==> src/rtl/dbg_cpu_ctl.sv <==
// Debug-side master: decodes debug register accesses for the breakpoint units,
// holds CPU control/status registers and runs the RUN/HALT/STEP controller.
module dbg_cpu_ctl #(
  parameter int          NB_BRK = 2,
  parameter logic [15:0] CPU_ID = 16'h4D31
) (
  input  logic                  mclk,
  input  logic                  por,
  input  logic [5:0]            dbg_addr,
  input  logic [15:0]           dbg_din,
  input  logic                  dbg_wr,
  input  logic                  dbg_rd,
  output logic [15:0]           dbg_dout,
  output logic [4*NB_BRK-1:0]   brk_reg_wr,
  output logic [4*NB_BRK-1:0]   brk_reg_rd,
  input  logic [16*NB_BRK-1:0]  brk_dout,
  input  logic [NB_BRK-1:0]     brk_halt,
  input  logic [NB_BRK-1:0]     brk_pnd,
  input  logic                  exec_done,
  input  logic                  cpu_halt_st,
  output logic                  dbg_halt_cmd,
  output logic                  dbg_cpu_reset
);

  typedef enum logic [1:0] {ST_RUN, ST_HALT, ST_STEP} state_t;

  state_t      r_state;
  state_t      w_state_next;
  logic        r_rst_brk_en;
  logic        r_cpu_rst;
  logic        r_step_done;
  logic        r_brk_evt;
  logic [15:0] r_dout;

  logic        w_ctl_wr;
  logic        w_stat_wr;
  logic        w_cmd_halt;
  logic        w_cmd_run;
  logic        w_cmd_istep;
  logic        w_brk_any;
  logic        w_rst_release;
  logic        w_step_done_set;
  logic        w_brk_hit;
  logic [15:0] w_brk_data;
  logic [3:0]  w_pnd;
  logic [15:0] w_ctl_val;
  logic [15:0] w_stat_val;
  logic [15:0] w_rd_data;
  logic        w_unused_din;

  genvar gi, gr;
  generate
    for (gi = 0; gi < NB_BRK; gi++) begin : g_unit
      for (gr = 0; gr < 4; gr++) begin : g_reg
        assign brk_reg_wr[4*gi+gr] = dbg_wr && (dbg_addr == 6'(8 + 4*gi + gr));
        assign brk_reg_rd[4*gi+gr] = dbg_rd && (dbg_addr == 6'(8 + 4*gi + gr));
      end
    end
  endgenerate

  assign w_ctl_wr    = dbg_wr && (dbg_addr == 6'd1);
  assign w_stat_wr   = dbg_wr && (dbg_addr == 6'd2);
  assign w_cmd_halt  = w_ctl_wr && dbg_din[0];
  assign w_cmd_run   = w_ctl_wr && dbg_din[1];
  assign w_cmd_istep = w_ctl_wr && dbg_din[2];
  assign w_brk_any   = |brk_halt;
  assign w_unused_din = &{1'b0, dbg_din[15:7], dbg_din[5:4]};

  // Releasing CPU reset halts the core if the enable is set before or by this write.
  assign w_rst_release = w_ctl_wr && r_cpu_rst && !dbg_din[6] &&
                         (r_rst_brk_en || dbg_din[3]);

  assign w_step_done_set = (r_state == ST_STEP) && exec_done;

  always_comb begin
    w_state_next = r_state;
    case (r_state)
      ST_RUN: begin
        if (w_cmd_halt || w_brk_any || w_rst_release) w_state_next = ST_HALT;
      end
      ST_HALT: begin
        if (w_cmd_halt)       w_state_next = ST_HALT;
        else if (w_cmd_run)   w_state_next = ST_RUN;
        else if (w_cmd_istep) w_state_next = ST_STEP;
      end
      ST_STEP: begin
        if (w_cmd_halt)                   w_state_next = ST_HALT;
        else if (w_cmd_run)               w_state_next = ST_RUN;
        else if (w_brk_any || exec_done)  w_state_next = ST_HALT;
      end
      default: w_state_next = ST_RUN;
    endcase
  end

  always_ff @(posedge mclk or posedge por) begin
    if (por) r_state <= ST_RUN;
    else     r_state <= w_state_next;
  end

  always_ff @(posedge mclk or posedge por) begin
    if (por) begin
      r_rst_brk_en <= 1'b0;
      r_cpu_rst    <= 1'b0;
      r_step_done  <= 1'b0;
      r_brk_evt    <= 1'b0;
    end else begin
      if (w_ctl_wr) begin
        r_rst_brk_en <= dbg_din[3];
        r_cpu_rst    <= dbg_din[6];
      end
      // Set beats a coincident write-1-to-clear.
      r_step_done <= w_step_done_set || (r_step_done && !(w_stat_wr && dbg_din[1]));
      r_brk_evt   <= w_brk_any       || (r_brk_evt   && !(w_stat_wr && dbg_din[2]));
    end
  end

  always_comb begin
    w_brk_data = '0;
    for (int k = 0; k < NB_BRK; k++) w_brk_data = w_brk_data | brk_dout[16*k +: 16];
  end

  always_comb begin
    w_pnd = '0;
    w_pnd[NB_BRK-1:0] = brk_pnd;
  end

  assign w_brk_hit  = (dbg_addr >= 6'd8) && (dbg_addr < 6'(8 + 4*NB_BRK));
  assign w_ctl_val  = {9'd0, r_cpu_rst, 2'd0, r_rst_brk_en, 3'd0};
  assign w_stat_val = {8'd0, w_pnd, 1'b0, r_brk_evt, r_step_done, cpu_halt_st};

  always_comb begin
    w_rd_data = '0;
    case (dbg_addr)
      6'd0:    w_rd_data = CPU_ID;
      6'd1:    w_rd_data = w_ctl_val;
      6'd2:    w_rd_data = w_stat_val;
      default: w_rd_data = w_brk_hit ? w_brk_data : 16'd0;
    endcase
  end

  always_ff @(posedge mclk or posedge por) begin
    if (por)         r_dout <= '0;
    else if (dbg_rd) r_dout <= w_rd_data;
  end

  assign dbg_dout      = r_dout;
  assign dbg_halt_cmd  = (r_state == ST_HALT);
  assign dbg_cpu_reset = r_cpu_rst;

endmodule

==> config.mk <==
export PLATFORM = sky130hd
export DESIGN_NAME = dbg_cpu_ctl
export DESIGN_NICKNAME = d
export VERILOG_FILES = /design/src/rtl/dbg_cpu_ctl.sv
export SDC_FILE = /design/constraint.sdc
export NUM_CORES = 1
export LEC_CHECK = 0
export BUFFER_PORTS_ARGS = -buffer_cell sky130_fd_sc_hd__buf_2
export CAP_MARGIN = 10
export CORE_MARGIN = 3
export CORE_UTILIZATION = 39
export CTS_CLUSTER_DIAMETER = 120
export CTS_CLUSTER_SIZE = 10
export DETAILED_ROUTE_END_ITERATION = 16
export PLACE_DENSITY_LB_ADDON = 0.05
export SLEW_MARGIN = 10
export SYNTH_ARGS = -nofsm -noshare
export SYNTH_HDL_FRONTEND = slang
export SYNTH_SLANG_ARGS = --single-unit
==> constraint.sdc <==
create_clock -name mclk -period 2 [get_ports mclk]
set_clock_uncertainty 0.1 [all_clocks]
set_input_delay 0.3 -clock mclk [delete_from_list [all_inputs] [get_ports mclk]]
set_output_delay 0.3 -clock mclk [all_outputs]
set_load 0.1 [all_outputs]
* Word level (Yosys, flattened, before mapping)
Index checks and enable logic that the tools add are counted.
** Storage, ports and cells
- Output and inout port bits :: 34
- Word-level logic and storage cells :: 77
- Bits of input ports :: 64
- Bits in registers :: 22
** Operators by class
- Bitwise gates (word level) :: 1
- Reduce and logical (&&, ||, !) cells :: 43
- Muxes and demuxes :: 10
- Equality and inequality tests :: 15
- $lt $le $gt $ge :: 2
** Operator list (number)
- $eq A6 B4 Y1 const B :: 8
- $pmux W16 S3 :: 1
- $logic_and A1 B1 Y1 :: 30
- $mux W16 :: 1
- $or A16 B16 Y16 :: 1
- $mux W2 :: 7
- $eq A6 B1 Y1 const B :: 1
- $eq A6 B2 Y1 const B :: 1
- $ge A6 B4 Y1 const B :: 1
- $logic_not A6 Y1 :: 1
- $logic_or A1 B1 Y1 :: 6
- $lt A6 B5 Y1 const B :: 1
- $pmux W2 S3 :: 1
- $ne A4 B1 Y1 const B :: 1
- $ne A4 B3 Y1 const B :: 1
- $logic_not A1 Y1 :: 3
- $reduce_and A3 Y1 :: 1
- $eq A2 B1 Y1 const B :: 1
- $eq A2 B2 Y1 const B :: 1
- $logic_not A2 Y1 :: 1
- $ne A2 B2 Y1 const B :: 1
- $reduce_or A2 Y1 :: 1

* Longest topological paths before layout
Gate-level depths: netlist (run 1).
- Word-level depth :: 8
- Gate-level depth with buffers :: 4
- Gate-level depth less buffers :: 3

* Least setup slack after synthesis (run 1)
Ideal clock, no wire load.
- Kind :: input to output
- From :: input port dbg_addr[1]
- To :: output port brk_reg_rd[1]
- Setup slack :: -0.591 ns
- Buffers on the path :: 0
- Data required time :: 1.600 ns
- Stages :: 2
- Data arrival time :: 2.191 ns
- Cell sequence :: or4b_1 nor2_1
** Between the ends
- Cells in the longest elaborated chain, start to end :: 2
** RTL lines
- from (decl) :: line 9 : input logic [5:0] dbg_addr,
- $eq A6 B4 Y1 :: line 56 : assign brk_reg_rd[4*gi+gr] = dbg_rd && (dbg_addr == 6'(8 + 4*gi + gr));
- $logic_and A1 B1 Y1 :: line 56
- to (decl) :: line 15 : output logic [4*NB_BRK-1:0] brk_reg_rd,
Every way passes these cells.

* Worst setup path after layout (run 1)
Ends and elaborated chain as after synthesis.

==> results of run 1 <==
## power by group through the flow
stage | Sequential (W) | Combinational (W) | Clock (W)
after detailed placement | 0.000498 | 0.000417 | 0
after global placement | 0.000497 | 0.000410 | 0
final | 0.000490 | 0.000415 | 0.000342
after global routing | 0.000494 | 0.000439 | 0.000359
after floorplan | 0.000693 | 0.0000987 | 0
after CTS | 0.000490 | 0.000417 | 0.000350
## registers in the layout (all words and copies together) (netlist names)
| signal | flops |
|---|---|
| dbg_dout | 16 |
| r_state | 2 |
| dbg_cpu_reset | 1 |
| r_brk_evt | 1 |
| r_rst_brk_en | 1 |
| r_step_done | 1 |
## cell type report
class	instances	area (sq um)
fillers	241	828.3
repair buffers	90	700.7
multi-input cells	109	669.4
flip-flops and latches	22	550.5
well taps	42	52.55
clock inverters	1	30.03
clock buffers	3	22.52
inverters	6	22.52
## kinds of logic (layout without fill, tap and decap cells)
kind of cell           count (synthesis)  count (layout)  share of synthesized area [%]
flip-flops                            22              22                          45.17
buffers and inverters                 11             100                          3.388
AO/OA/AOI/OAI                         37              37                          19.61
multiplexers                           2               2                          1.848
AND/OR/NAND/NOR                       70              70                          29.98
## through the flow
stage | hold slack, ns | total power, W | std cells
after floorplan | 0.1892 | 0.0007921 | 142
after detailed placement | 0.3736 | 0.0009147 | 269
final | 0.01884 | 0.001247 | 273
after global routing | 0.07216 | 0.001292 | 273
after CTS | 0.04192 | 0.001257 | 273
after global placement | 0.3825 | 0.0009065 | 269
## cells in the mapped netlist, types with 2 or more instances
| master | instances | area [sq um] |
|---|---|---|
| nor2_1 | 35 | 131.4 |
| dfrtp_1 | 22 | 550.5 |
| o21ai_0 | 12 | 60.06 |
| nand3_1 | 10 | 50.05 |
| a31oi_1 | 6 | 37.54 |
| inv_1 | 6 | 22.52 |
| clkbuf_1 | 5 | 18.77 |
| nor2b_1 | 5 | 31.28 |
| o22ai_1 | 5 | 31.28 |
| a21oi_1 | 4 | 20.02 |
| nand2_1 | 3 | 11.26 |
| nand3b_1 | 3 | 22.52 |
| nand4_1 | 3 | 18.77 |
| mux2_2 | 2 | 22.52 |
| nor3b_1 | 2 | 15.01 |
| nor4b_2 | 2 | 30.03 |
## metal layers
metal	global-route usage (%)	routed length, microns	part of all wire (%)
met5	0	0	0
met3	4.132	292	7.8
met4	3.636	10	0.27
met1	26.31	1558	41
met2	34.23	1905	51
## critical path, cell delays in order
cell,delay [ns]
buf_2,0.13
or4b_1,0.69
nor2_2,0.21
buf_12,0.19
## worst min-delay path by stage
stage                               start  cells past startpoint  slack (ns)                        end
global route                          por                      2        0.07   dbg_dout[15]$_DFFE_PP0P_
CTS                                   por                      2        0.04   dbg_dout[15]$_DFFE_PP0P_
finish                                por                      2        0.02   dbg_dout[15]$_DFFE_PP0P_
detailed placement  r_step_done$_DFF_PP0_                      1        0.37      r_step_done$_DFF_PP0_
floorplan                             por                      1        0.19  dbg_cpu_reset$_DFFE_PP0N_
global placement                      por                      2        0.38    dbg_dout[7]$_DFFE_PP0P_
==> results.md, run 1 <==
- Status: finished clean
- I/O Buffers: 86
- Mapped cell area: 1219 sq um
- DRT antenna net count: 0
- Crit-path max FO: 7
- Sequential share of power: 39.3%
- Logic pwr share: 33.3%
- Setup crit end: brk_reg_rd[1]
- Crit path time final: 1.929 ns
- Mapped Cells: 142
- R2r setup slk: 0.35 ns
- Net Sw Frac: 37.75%
- Nets: 296
- Count of cells resized by post-cts repair: 0
- GR Overflow Total: 0
- Die ar.: 3832 sq um
- Starting Density: 42.37%
- Leak Pwr: 0.9080 nW
- Worst VDD drop: 0.0006187 V
- CTS Root Cell: clkbuf_4
- Detailed router's first-iteration violation count: 125
- Top FF cell, synth: dfrtp_1
- Final period util: 96.45%
- Max-cap viol count: 0
- Max Slew Vio Count: 0
- Number of core rows: 19
- Worst skew pair latency: 0.30 ns
- Worst Setup End Kind: output pin
- Sw power: 0.0004709 W
- Ys Warns: 0
- Worst-Margin Slew: 0.8182 ns
- CTS sink cnt: 22
- Post-synthesis sequential area ratio: 45.17%
- Detailed Routing Iterations Pass 1: 4
- RSZ-0062 raised after global routing: no
- Int Pwr: 0.0007763 W
- Worst R2R Start: r_state[0]$_DFFE_PP0P_
- Critical path class: in -> out
- Slew margin rel.: 45.39%
- Worst hold path type: in -> async
- Die W: 61.90 microns
- Most frequent cells in the layout: buf_2 (70), nor2_1 (25), dfrtp_1 (22), buf_12 (16), o21ai_0 (12)
- Highest clock rate: 0.5184 GHz
- Net Count, Synth: 206
- Clk pin slew, worst setup/hold paths: 0.13 ns
- Critical Path Source Type: input port
- #FFs+latches synth: 22
- Largest net degree at the start of global routing: 24
- Cell variety after synth: 33
- TritonCTS buffer count: 3
- Setup crit start: dbg_addr[1]
- Placer Congestion: 0.8302
- Avg WL per Cell: 13.79 microns
- Fin area: 2048 sq um
- Htree depth: 1
- DRC viols: 0
- R2R cell count: 3
- Hold Fails Final Rpt: 0
- Vias per cell: 5.223
- Post-Route Utilization: 71.20%
- Syn Area/Cell: 8.582 sq um
- Syn-to-layout area delta: 68.07%
- Ratio of cells with drive above 1 in the final layout: 48.92%
- FF-to-FF End: r_state[0]$_DFFE_PP0P_
- Clock Power Share: 27.4%
- PnR worst setup slack: 0.07107 ns
- Vias in the first global route: 1267
- Setup slack at placement: 0.07045 ns
- CTS tree: yes
- Initial antenna violation count: 0
- Boundary Pins: 98
- Clock buffer depth: 2
- Commonest non-fill, non-tap cell in the layout: buf_2
- Routed WL: 3765 microns
- Post-DP HPWL: 3103 microns
- Post-CTS setup buffers: 0
- # diodes: 0
- EDFF count, synth: 0
- WP data required: 1.60 ns
- Via count: 1426
- Core ar.: 2877 sq um
- Share of synthesized registers carrying an async set or reset: 100.0%
- Final setup fails: 0
- Cts hold-fix bufs: 0
- Worst path arrival time: 1.53 ns
- Dpl cell area: 1996 sq um
- Gr usage total: 19.99%
- Setup TNS: 0 ns
- First-pass GRT wire length: 5740 microns
- Power per Cell Area: 608.9 nW/um^2
- Die Height: 61.90 microns
No activity file was read; power rests on OpenSTA's default activity.
==> run 2, diff against run 1 <==
Settings changed: CORE_UTILIZATION 39 to 42.
Clock period 2 ns to 2.3 ns, I/O delays scaled along.
==> run 2 against run 1 <==
Compared with the run above:
- clock power is 12% lower
- count of clock-buffer cells in the layout is the same
- sequential power decreased by 13%
- die area down 6.5%
- critical path depth is 1 higher
==> results.md, run 2 (synthesized netlist as in run 1, its figures left out) <==
- Die Height: 59.87 microns (-3.3%)
- Hold Fails Final Rpt: 0 (unchanged)
- DRC viols: 0 (unchanged)
- Worst R2R Start: r_state[0]$_DFFE_PP0P_
- RSZ-0062 raised after global routing: no
- Number of core rows: 18 (-1)
- Cts hold-fix bufs: 0 (unchanged)
- Crit path time final: 2.059 ns
- Gr usage total: 24.03% (+4.0 points)
- WP data required: 1.86 ns (+0.26 ns)
- Status: finished clean
- Setup TNS: 0 ns (unchanged)
- Starting Density: 46.65% (+4.3 points)
- Filler instances: 203 (-16%)
- CTS tree: yes
- Most frequent cells in the layout: buf_2 (71), nor2_1 (23), dfrtp_1 (22), buf_12 (15)
- CTS sink cnt: 22 (unchanged)
- Crit-path max FO: 6 (-1)
- Count of cells resized by post-cts repair: 0 (unchanged)
- Slew margin rel.: 44.14% (-1.2 points)
- Worst skew pair latency: 0.31 ns (about the same)
- Commonest non-fill, non-tap cell in the layout: buf_2
- Initial antenna violation count: 0 (unchanged)
- Setup crit start: dbg_addr[5]
- Worst VDD drop: 0.0005605 V (-9.4%)
- Placer Congestion: 0.8479 (+2.1%)
- Final period util: 89.54%
- Avg WL per Cell: 15.94 microns (+16%)
- Worst hold path type: in -> async
- Die ar.: 3584 sq um (-6.5%)
- Clock buffer depth: 2 (unchanged)
- Routed WL: 4160 microns (+10%)
- Final setup fails: 0 (unchanged)
- Syn-to-layout area delta: 64.78%
- Dpl cell area: 1956 sq um (-2.0%)
- Post-DP HPWL: 3327 microns (+7.2%)
- # diodes: 0 (unchanged)
- Critical Path Source Type: input port
- Fin area: 2008 sq um (-2.0%)
- Post-CTS setup buffers: 0 (unchanged)
- Boundary Pins: 98 (unchanged)
- TritonCTS buffer count: 3 (unchanged)
- Ratio of cells with drive above 1 in the final layout: 49.78% (+0.87 points)
- Core ar.: 2613 sq um (-9.2%)
- CTS Root Cell: clkbuf_4
- DRT antenna net count: 0 (unchanged)
- GR Overflow Total: 0 (unchanged)
- Detailed Routing Iterations Pass 1: 4 (unchanged)
- Vias in the first global route: 1432 (+13%)
- First-pass GRT wire length: 6520 microns (+14%)
- I/O Buffers: 86 (unchanged)
- Power per Cell Area: 542.5 nW/um^2 (-11%)
- Nets: 296 (unchanged)
- Max FFs per register: 16 (unchanged)
- Clk pin slew, worst setup/hold paths: 0.13 ns (about the same)
- Max Slew Vio Count: 0 (unchanged)
- Vias per cell: 5.713 (+9.4%)
- Critical path class: in -> out
- Highest clock rate: 0.4856 GHz
- Largest net degree at the start of global routing: 24 (unchanged)
- Worst Setup End Kind: output pin
- Die W: 59.87 microns (-3.3%)
- Worst-Margin Slew: 0.8369 ns (+0.01869 ns)
- Worst path arrival time: 1.61 ns (+0.08 ns)
- Detailed router's first-iteration violation count: 81 (-35%)
- Htree depth: 1 (unchanged)
- Leak Pwr: 0.9045 nW (-0.39%)
- Via count: 1491 (+4.6%)
- Max-cap viol count: 0 (unchanged)
run 2: final cells by class:
class	count	area, sq um	share of cell area [%]
clock inverter	1	30.03	1.495
multi-input combinational	109	659.4	32.83
clock buffer	3	22.52	1.121
sequential	22	550.5	27.41
tap	30	37.54	1.869
timing repair buffer	90	685.7	34.14
inverter	6	22.52	1.121
run 2: path summary, 6_finish.rpt:
check,depth (start not counted),slack (ns),to
hold / removal,2,0.07,dbg_dout[7]$_DFFE_PP0P_
setup reg to reg,3,0.63,r_state[0]$_DFFE_PP0P_
max in group asynchronous,2,1.51,dbg_dout[4]$_DFFE_PP0P_
setup / recovery,5,0.24,brk_reg_rd[3]
hold reg to reg,1,0.42,r_brk_evt$_DFF_PP0_
min in group mclk,2,0.15,r_brk_evt$_DFF_PP0_
run 2: layer usage:
layer	global-route usage [%]	routed length, microns	vias up	part of all wire, %
met5	0	0	-	0
met4	4.747	19	0	0.46
met3	3.456	334	3	8.0
met2	44.44	2249	77	54
met1	29.35	1557	713	37
li1	-	-	698	-
run 2: through the flow:
step                hold slack [ns]  power (W)  cells  setup slack [ns]  utilization [%]
finish                      0.06890   0.001090    261            0.2405            76.87
global route                 0.1258   0.001134    261            0.1099            76.87
CTS                         0.09910   0.001095    261            0.2156            76.87
detailed placement           0.3778  0.0007974    257            0.2426            74.86
global placement             0.3824  0.0007866    257            0.2860            74.86
floorplan                    0.2342  0.0006879    142           -0.3814                -
run 2: critical path, cell delays in order:
cell and delay [ns]:
buf_2 0.14, nor2_1 0.27, nand3_1 0.29, nor2_2 0.13
buf_2 0.43
run 2: where the power goes:
group	leakage, nW	switching, W	internal (W)	total (W)
Combinational	0.600	0.000276	0.0000864	0.000363
Clock	0.0279	0.000124	0.000176	0.000300
Sequential	0.276	0.0000148	0.000412	0.000427
Total	0.905	0.000415	0.000675	0.00109
